## src/rtl/ber_test_ctrl_if.sv

```systemverilog
// Host/comparator-facing bundle of the BER run controller.
// word_valid qualifies word_err for one cycle; there is no backpressure.
interface ber_test_ctrl_if #(
  parameter int WIDTH = 8,
  parameter int CNT_W = 32
);
  localparam int ERR_W = $clog2(WIDTH + 1);

  logic             start;
  logic             abort;
  logic [CNT_W-1:0] window;
  logic             word_valid;
  logic [ERR_W-1:0] word_err;
  logic             gen_en;
  logic             busy;
  logic             locked;
  logic             done;
  logic             sync_fail;
  logic [CNT_W-1:0] err_count;
  logic [CNT_W-1:0] bit_count;
  logic [1:0]       state;

  modport master (
    output start, abort, window, word_valid, word_err,
    input  gen_en, busy, locked, done, sync_fail, err_count, bit_count, state
  );

  modport slave (
    input  start, abort, window, word_valid, word_err,
    output gen_en, busy, locked, done, sync_fail, err_count, bit_count, state
  );
endinterface

```

## src/rtl/ber_test_ctrl.sv

```systemverilog
// BER measurement sequencer: waits for PRBS lock, then accumulates bit and
// error counts over a programmed window of compared words.
module ber_test_ctrl #(
  parameter int WIDTH        = 8,
  parameter int CNT_W        = 32,
  parameter int SYNC_LEN     = 16,
  parameter int SYNC_TIMEOUT = 1024
) (
  input  logic           clk,
  input  logic           rst,
  ber_test_ctrl_if.slave bus
);
  localparam int ERR_W = $clog2(WIDTH + 1);
  localparam int RUN_W = $clog2(SYNC_LEN + 1);
  localparam int TO_W  = $clog2(SYNC_TIMEOUT + 1);
  localparam int SUM_W = CNT_W + 1;

  typedef enum logic [1:0] {IDLE, SYNC, MEASURE, DONE} state_t;

  state_t           state_q, state_d;
  logic [RUN_W-1:0] run_q, run_d;
  logic [TO_W-1:0]  to_q, to_d;
  logic [CNT_W-1:0] win_q, win_d;
  logic [CNT_W-1:0] words_q, words_d;
  logic [CNT_W-1:0] err_q, err_d;
  logic [CNT_W-1:0] bits_q, bits_d;
  logic             locked_q, locked_d;
  logic             fail_q, fail_d;
  logic             done_q, done_d;
  logic             busy_q, busy_d;

  logic [ERR_W-1:0] err_clamp;
  logic [SUM_W-1:0] err_sum, bit_sum;

  // A corrupted comparator count can exceed the word width; never credit more than WIDTH.
  assign err_clamp = (bus.word_err > ERR_W'(WIDTH)) ? ERR_W'(WIDTH) : bus.word_err;
  assign err_sum   = {1'b0, err_q} + SUM_W'(err_clamp);
  assign bit_sum   = {1'b0, bits_q} + SUM_W'(WIDTH);

  always_comb begin
    state_d  = state_q;
    run_d    = run_q;
    to_d     = to_q;
    win_d    = win_q;
    words_d  = words_q;
    err_d    = err_q;
    bits_d   = bits_q;
    locked_d = locked_q;
    fail_d   = fail_q;
    done_d   = done_q;
    case (state_q)
      IDLE, DONE: begin
        if (bus.start) begin
          state_d  = SYNC;
          win_d    = bus.window;
          run_d    = '0;
          to_d     = '0;
          words_d  = '0;
          err_d    = '0;
          bits_d   = '0;
          locked_d = 1'b0;
          fail_d   = 1'b0;
          done_d   = 1'b0;
        end
      end
      SYNC: begin
        if (bus.abort) begin
          state_d = IDLE;
        end else begin
          to_d = to_q + 1'b1;
          if (bus.word_valid) run_d = (bus.word_err == '0) ? run_q + 1'b1 : '0;
          // Lock is tested first so a lock on the timeout cycle still wins.
          if (run_d == RUN_W'(SYNC_LEN)) begin
            state_d  = MEASURE;
            locked_d = 1'b1;
          end else if (to_d == TO_W'(SYNC_TIMEOUT)) begin
            state_d  = DONE;
            fail_d   = 1'b1;
            done_d   = 1'b1;
            locked_d = 1'b0;
            err_d    = '0;
            bits_d   = '0;
          end
        end
      end
      MEASURE: begin
        if (bus.abort) begin
          state_d  = IDLE;
          locked_d = 1'b0;
        end else if (win_q == '0) begin
          state_d = DONE;
          done_d  = 1'b1;
        end else if (bus.word_valid) begin
          words_d = words_q + 1'b1;
          err_d   = err_sum[CNT_W] ? '1 : err_sum[CNT_W-1:0];
          bits_d  = bit_sum[CNT_W] ? '1 : bit_sum[CNT_W-1:0];
          if (words_d == win_q) begin
            state_d = DONE;
            done_d  = 1'b1;
          end
        end
      end
      default: state_d = IDLE;
    endcase
    busy_d = (state_d == SYNC) || (state_d == MEASURE);
  end

  always_ff @(posedge clk) begin
    if (rst) begin
      state_q  <= IDLE;
      run_q    <= '0;
      to_q     <= '0;
      win_q    <= '0;
      words_q  <= '0;
      err_q    <= '0;
      bits_q   <= '0;
      locked_q <= 1'b0;
      fail_q   <= 1'b0;
      done_q   <= 1'b0;
      busy_q   <= 1'b0;
    end else begin
      state_q  <= state_d;
      run_q    <= run_d;
      to_q     <= to_d;
      win_q    <= win_d;
      words_q  <= words_d;
      err_q    <= err_d;
      bits_q   <= bits_d;
      locked_q <= locked_d;
      fail_q   <= fail_d;
      done_q   <= done_d;
      busy_q   <= busy_d;
    end
  end

  assign bus.gen_en    = busy_q;
  assign bus.busy      = busy_q;
  assign bus.locked    = locked_q;
  assign bus.done      = done_q;
  assign bus.sync_fail = fail_q;
  assign bus.err_count = err_q;
  assign bus.bit_count = bits_q;
  assign bus.state     = state_q;
endmodule

```

## src/flat_wrapper.sv

```systemverilog
// flat-port wrapper written by rule: the top's interface ports become plain ports
module ber_test_ctrl_flat 
#(
  parameter int WIDTH        = 8,
  parameter int CNT_W        = 32,
  parameter int SYNC_LEN     = 16,
  parameter int SYNC_TIMEOUT = 1024
)
  (clk, rst, bus_start, bus_abort, bus_window, bus_word_valid, bus_word_err, bus_gen_en, bus_busy, bus_locked, bus_done, bus_sync_fail, bus_err_count, bus_bit_count, bus_state);
  ber_test_ctrl_if #(.WIDTH(WIDTH), .CNT_W(CNT_W)) bus_i ();
  input  logic clk;
  input  logic rst;
  input wire logic [$bits(bus_i.start)-1:0] bus_start;
  input wire logic [$bits(bus_i.abort)-1:0] bus_abort;
  input wire logic [$bits(bus_i.window)-1:0] bus_window;
  input wire logic [$bits(bus_i.word_valid)-1:0] bus_word_valid;
  input wire logic [$bits(bus_i.word_err)-1:0] bus_word_err;
  output wire logic [$bits(bus_i.gen_en)-1:0] bus_gen_en;
  output wire logic [$bits(bus_i.busy)-1:0] bus_busy;
  output wire logic [$bits(bus_i.locked)-1:0] bus_locked;
  output wire logic [$bits(bus_i.done)-1:0] bus_done;
  output wire logic [$bits(bus_i.sync_fail)-1:0] bus_sync_fail;
  output wire logic [$bits(bus_i.err_count)-1:0] bus_err_count;
  output wire logic [$bits(bus_i.bit_count)-1:0] bus_bit_count;
  output wire logic [$bits(bus_i.state)-1:0] bus_state;
  assign bus_i.start = bus_start;
  assign bus_i.abort = bus_abort;
  assign bus_i.window = bus_window;
  assign bus_i.word_valid = bus_word_valid;
  assign bus_i.word_err = bus_word_err;
  assign bus_gen_en = bus_i.gen_en;
  assign bus_busy = bus_i.busy;
  assign bus_locked = bus_i.locked;
  assign bus_done = bus_i.done;
  assign bus_sync_fail = bus_i.sync_fail;
  assign bus_err_count = bus_i.err_count;
  assign bus_bit_count = bus_i.bit_count;
  assign bus_state = bus_i.state;
  ber_test_ctrl #(.WIDTH(WIDTH), .CNT_W(CNT_W), .SYNC_LEN(SYNC_LEN), .SYNC_TIMEOUT(SYNC_TIMEOUT)) u_core (.clk(clk), .rst(rst), .bus(bus_i));
endmodule
```

## config.mk

```make
export PLATFORM = sky130hd
export DESIGN_NAME = ber_test_ctrl_flat
export DESIGN_NICKNAME = d
export VERILOG_FILES = /design/src/rtl/ber_test_ctrl_if.sv /design/src/rtl/ber_test_ctrl.sv /design/src/flat_wrapper.sv
export SDC_FILE = /design/constraint.sdc
export NUM_CORES = 1
export LEC_CHECK = 0
export ABC_AREA = 0
export CORE_MARGIN = 10
export CORE_UTILIZATION = 57
export CTS_BUF_LIST = sky130_fd_sc_hd__clkbuf_16
export CTS_CLUSTER_DIAMETER = 150
export DETAILED_ROUTE_END_ITERATION = 8
export PLACE_DENSITY = 0.81
export SLEW_MARGIN = 5
export SYNTH_ARGS = -nofsm -noshare
export SYNTH_HDL_FRONTEND = slang
export SYNTH_SLANG_ARGS = --single-unit
```

## constraint.sdc

```tcl
create_clock -name clk -period 3.25 [get_ports clk]
set_input_delay 0.4875 -clock clk [delete_from_list [all_inputs] [get_ports clk]]
set_output_delay 0.4875 -clock clk [all_outputs]
set_load 0.02 [all_outputs]
```

== Word level (Yosys, flattened, before mapping) ==
Index checks and enable logic that the tools add are counted.
Storage, ports and cells
  bits of input ports: 41
  word-level logic and storage cells: 103
  output and inout port bits: 71
  bits in registers: 150
Cells by class
  reduce and logical (&&, ||, !) cells: 14
  mux-type cells: 53
  eq/ne operators: 19
  order comparisons: 1
  add/subtract/negate cells: 5
Operators by type and width (number)
  32-bit two-way mux: 15
  32-bit case mux with 3 select lines: 2
  32-bit case mux with 2 select lines: 1
  32-bit by 4-bit adder with 33-bit output: 1
  32-bit by 4-bit adder with 33-bit output, second input constant: 1
  32-bit by 1-bit adder with 32-bit output, second input constant: 1
  32-bit == test: 1
  32-bit zero test: 1
  5-bit two-way mux: 6
  11-bit two-way mux: 2
  11-bit case mux with 2 select lines: 1
  2-bit two-way mux: 8
  2-bit != test, second input constant: 7
  7-bit AND reduction: 2
  1-bit two-way mux: 12
  11-bit by 1-bit adder with 11-bit output, second input constant: 1
  11-bit == test, second input constant: 1
  5-bit case mux with 2 select lines: 1
  5-bit AND reduction: 2
  2-bit == test, second input constant: 3
  3-bit by 1-bit != test with 1-bit output, second input constant: 2
  1-bit case mux with 3 select lines: 2
  2-bit case mux with 3 select lines: 1
  5-bit by 1-bit adder with 5-bit output, second input constant: 1
  15 further kinds: 17

== Logic depth before layout (Yosys ltp) ==
  depth in word-level cells: 11
  gate-level depth with buffers: 14
  mapped depth without buffers: 13

== Worst setup path after synthesis ==
OpenSTA, ideal clock, no wires.
  kind: input port to flip-flop
  from: input bus_word_err[3]
  to: register u_core.err_q[31], in the netlist u_core.bus.err_count[31]
  path buffers: 0
  required time: 3.122 ns
  data arrival time: 2.871 ns
  stages: 12
  slack: 0.251 ns
  setup time: 0.128 ns
  path through: nand2b_1 -> inv_1 -> ha_1 -> a21o_1 -> a21oi_1 -> o21ai_0 -> or4b_2 -> nor4_1 -> nor2b_1 -> o21ai_0 -> a21oi_1 -> nor2_1
Between the ends
  longest elaborated chain between the ends: 8
  elaborated cells on any way between the ends: 16
  those cells by class: 1 x add/sub; 1 x order compare; 2 x eq/ne; 10 x mux; 2 x reduce/logical
Ends and longest elaborated chain
  start: declaration: RTL line flat_wrapper.sv:17  | input wire logic [$bits(bus_i.word_err)-1:0] bus_word_err;
  4-bit > comparator or 4-bit zero test (tied branches): RTL line ber_test_ctrl.sv:36, ber_test_ctrl.sv:71
  4-bit two-way mux or 5-bit two-way mux (tied branches): RTL line ber_test_ctrl.sv:36, ber_test_ctrl.sv:71
  32-bit by 4-bit adder with 33-bit output or 5-bit two-way mux (tied branches): RTL line ber_test_ctrl.sv:37, ber_test_ctrl.sv:71
  32-bit two-way mux or 5-bit two-way mux (tied branches): RTL line ber_test_ctrl.sv:95, ber_test_ctrl.sv:67
  32-bit two-way mux or 5-bit two-way mux (tied branches): RTL line ber_test_ctrl.sv:93, ber_test_ctrl.sv:51
  32-bit two-way mux or 5-bit == test (tied branches): RTL line ber_test_ctrl.sv:90, ber_test_ctrl.sv:73
  32-bit two-way mux or 2-bit != test (tied branches)
  32-bit case mux with 3 select lines or 7-bit AND reduction (tied branches)
  end signal: assignment: RTL line ber_test_ctrl.sv:127  | err_q <= err_d;
  end: declaration: RTL line ber_test_ctrl.sv:25  | logic [CNT_W-1:0] err_q, err_d;
Parallel ways exist; a longest one is shown, timed or not. The select of a mux whose other input is x is not followed.
A chain may end at the register's enable or synchronous reset.

== Final worst setup path ==
  from: register u_core.words_q[1]
  to: register u_core.busy_q, in the netlist u_core.bus.busy
Between the ends
  longest elaborated chain between the ends: 9
  elaborated cells on any way between the ends: 10
  those cells by class: 1 x add/sub; 3 x eq/ne; 5 x mux; 1 x reduce/logical
Ends and longest elaborated chain
  start: declaration: RTL line ber_test_ctrl.sv:24  | logic [CNT_W-1:0] words_q, words_d;
  start signal: assignment: RTL line ber_test_ctrl.sv:126  | words_q <= words_d;
  32-bit by 1-bit adder with 32-bit output (*): RTL line ber_test_ctrl.sv:94  | words_d = words_q + 1'b1;
  32-bit == test (*): RTL line ber_test_ctrl.sv:97  | if (words_d == win_q) begin
  2-bit two-way mux (*): RTL line ber_test_ctrl.sv:97
  2-bit two-way mux (*): RTL line ber_test_ctrl.sv:93  | end else if (bus.word_valid) begin
  2-bit two-way mux (*): RTL line ber_test_ctrl.sv:90  | end else if (win_q == '0) begin
  2-bit two-way mux (*): RTL line ber_test_ctrl.sv:87  | if (bus.abort) begin
  2-bit case mux with 3 select lines (*): RTL line ber_test_ctrl.sv:51  | case (state_q)
  2-bit by 1-bit == test with 1-bit output or 2-bit == test (tied branches): RTL line ber_test_ctrl.sv:105  | busy_d = (state_d == SYNC) || (state_d == MEASURE);
  1-bit logical OR (*): RTL line ber_test_ctrl.sv:105
  end signal: assignment: RTL line ber_test_ctrl.sv:132  | busy_q <= busy_d;
  end: declaration: RTL line ber_test_ctrl.sv:30  | logic busy_q, busy_d;
Mark *: on every way between the ends. The rest lies on a longest branch, timed or not.

==> run_results.csv <==
group,metric,value,unit
route,totalWireLength,27.0,mm
critical_path,reg2regPathDepth,11,
worst_hold_path,hp-class,"register to register",
timing,tns,0,ps
timing,finalCriticalPeriod,3130,ps
synth,ys_top_cells_by_count,"dfxtp_1, a21oi_1, nand2_1",
clock_network,cts_tree,"built",
synth,synth_area_leader_cell,"dfxtp_1",
timing,finalSetupViolCount,0,
critical_path,critPathBufInv,1,
timing,fin_crit_sh,96.2,%
floorplanning,core_area,0.0154,sq mm
floorplanning,num_rows,45,
place,portBuffers,111,
floorplanning,die_h,146,um
timing,max_freq,320,MHz
grt,antenna_found_initial,0,
floorplanning,pin_count,112,
synth,synthArstFlopShare,0,%
route,drcViolationCount,0,
pwr,powerDensity,449,mW/mm^2
timing,relSlewSlack,54.7,%
critical_path,critPathArrivalTime,3450,ps
synth,syn_area_per_cell,7.32,sq um
grt,grt_pass1_wl,43.4,mm
route,avgRoutedWirePerCell,17.3,um
timing,skew,10.7,ps
synth,ys_seq_elements,148,
critical_path,path_max_fanout,6,
place,place_congestion,0.960,
finish,n_antenna_cell,0,
critical_path,cpMostUsedCell,"or4_4",
clock_network,path_clk_slew,70,ps
critical_path,required,3580,ps
finish,syn_to_final_growth,22.9,%
route,vias_per_cell,6.23,
finish,seq_area,0.00296,sq mm
synth,synth_ff_type,"dfxtp_1",
clock_network,worstSkewPairLatency,440,ps
grt,grt_max_degree,64,
route,ant_nets,0,
finish,multi_input_area,0.00559,sq mm
synth,synth_top_area_share,32.8,%
floorplanning,die_w,146,um
timing,tightestPinTransition,679,ps
floorplanning,initial_core_util,58.8,%
pwr,power_leakage,3.90,nW
grt,grt_overflow_total,0,
critical_path,critPathTopFamily,"simple AND/OR/NAND/NOR gates",
finish,nets,1388,
status,outcome,"finished, final reports clean",
timing,hold_slack,491,ps
synth,yosysWarnings,0,
run,drv_cap,0,
synth,synth.distinct_cells,83,
route,vias,9711,
critical_path,crit_type,"register to register",
synth,synth.yosys.seq_area_share,32.8,%
clock_network,clockBufferDepth,2,
worst_hold_path,whs_path_depth,2,
route,dr.first_iter.drc_count,953,
clock_network,ctsHoldBuffers,0,
synth,synth.area.top_cells,"dfxtp_1, a21oi_1, o21ai_0",
critical_path,cp_num_cells,11,
critical_path,setup.worst_path.end_class,"register",
clock_network,clkSinkCount,148,
clock_network,cts_buffers,17,
clock_network,htreeDepth,4,
synth,synth_edf_count,0,
finish,drive_gt1_share,9.12,%
floorplanning,die-area,0.0213,sq mm
place,dp_hpwl,18.1,mm
timing,hold_viol_final,0,
synth,syn-num-nets,1286,
grt,track_usage,23.9,%
route,dr.pass1.iters,6,
clock_network,ctsRootBufferMaster,"clkbuf_16",
critical_path,crit_path_start_kind,"register",
timing,maxSlewViolCount,0,
pwr,worst_ir_drop_vdd,0.000439,V
synth,synthCells,1234,
critical_path,crit_chain,"ha_1 -> nand3_2 -> or4_4 -> or4_4 -> o21ai_2 -> nand4_2 -> nor4_4 -> buf_4 -> or4_1 -> and3b_1 -> nor3_2",
critical_path,slowest_delay,610,ps
grt,first_global_vias,8753,
synth,synth.most_common_cell,"dfxtp_1",
finish,n_fill_cell,1244,
critical_path,cp_slowest_cell,"or4_4",
synth,mappedNetlistArea,0.00904,sq mm
==> worst reg2reg max path, delay by kind of cell, from the launching register on <==
family / cells / cell delay, ps
adders and majority gates: 1 / 230
DFF: 1 / 390
and+or+nand+nor: 8 / 2100
AOI/OAI and AO/OA: 1 / 90
buffers and inverters: 1 / 200
==> layer usage <==
layer / track usage (%) / part of all wire [%] / wire, um
met2: 38.3 / 48 / 12900
met4: 7.58 / 2.1 / 567
met3: 6.21 / 7.8 / 2120
met1: 30.6 / 42 / 11500
met5: 0 / 0 / 0
==> cells in the final DEF, fill, tap and decap left out, types with 28 or more instances in the layout <==
master and n:
nand2_1 142, nand4_1 31, nand3_1 46, xnor2_1 28, nor3_1 33, o21ai_0 113
clkdlybuf4s50_1 110, dfxtp_1 148, nor2_1 128, a22oi_1 29, buf_4 54, a21oi_1 143
==> state kept, by name (all words and copies together) (netlist names) <==
signal / flops
u_core.to_q: 11
u_core.words_q: 32
u_core.run_q: 5
u_core.bus.sync_fail: 1
u_core.bus.busy: 1
u_core.bus.done: 1
u_core.bus.state: 2
u_core.win_q: 32
u_core.bus.bit_count: 30
u_core.bus.locked: 1
u_core.bus.err_count: 32
==> cell families (layout without fill, tap and decap cells) <==
logic type,Yosys count,in the layout,synth area share (%)
adders and majority gates,11,11,1.61
muxes,5,5,0.623
and+or+nand+nor,543,544,30.9
AOI/OAI and AO/OA,373,373,24.2
xor gates and xnor gates,43,43,4.17
DFF,148,148,32.8
buffers and inverters,111,225,5.68
==> through the flow <==
stage / cells / util [%] / setup WS [ps] / area [sq um] / power (W)
3_3_place_gp: 1525 / 68.1 / -150 / 10500 / 0.00296
3_5_place_dp: 1525 / 68.1 / -268 / 10500 / 0.00298
6_report: 1560 / 72.3 / 122 / 11100 / 0.00498
4_1_cts: 1557 / 72.0 / 156 / 11100 / 0.00498
5_1_grt: 1560 / 72.3 / -14.0 / 11100 / 0.00519
2_1_floorplan: 1234 / - / 251 / 9040 / 0.00266
==> repair_timing <==
item,in CTS,in global routing
hold endpoints to repair,0,0
buffers inserted,0,2
endpoints found under the setup margin,0,38
gates resized for setup,0,7
==> where the power goes <==
| group | total, W | switching (W) | leakage, nW | internal [W] |
|---|---|---|---|---|
| Clock | 0.00201 | 0.000815 | 0.291 | 0.00120 |
| Combinational | 0.00102 | 0.000628 | 2.41 | 0.000395 |
| Sequential | 0.00195 | 0.0000714 | 1.20 | 0.00188 |
| Total | 0.00498 | 0.00151 | 3.90 | 0.00347 |
==> final timing paths <==
| kind | slack [ps] | endpoint | startpoint |
|---|---|---|---|
| worst max-delay path | 120 | u_core.bus.busy$_SDFF_PP0_ | u_core.words_q[1]$_SDFFE_PP0P_ |
| worst min-delay path | 490 | u_core.words_q[30]$_SDFFE_PP0P_ | u_core.words_q[30]$_SDFFE_PP0P_ |
| worst max register to register | 120 | u_core.bus.busy$_SDFF_PP0_ | u_core.words_q[1]$_SDFFE_PP0P_ |
| worst min register to register | 490 | u_core.words_q[30]$_SDFFE_PP0P_ | u_core.words_q[30]$_SDFFE_PP0P_ |
==> area by class of cell <==
cell class | instances | area share (%)
clock inverter | 15 | 1.49
tap | 211 | 2.38
multi-input combinational | 976 | 50.4
clock buffer | 17 | 3.83
sequential | 148 | 26.7
timing repair buffer | 169 | 14.5
inverter | 24 | 0.811
No activity file was read; power rests on OpenSTA's default activity.
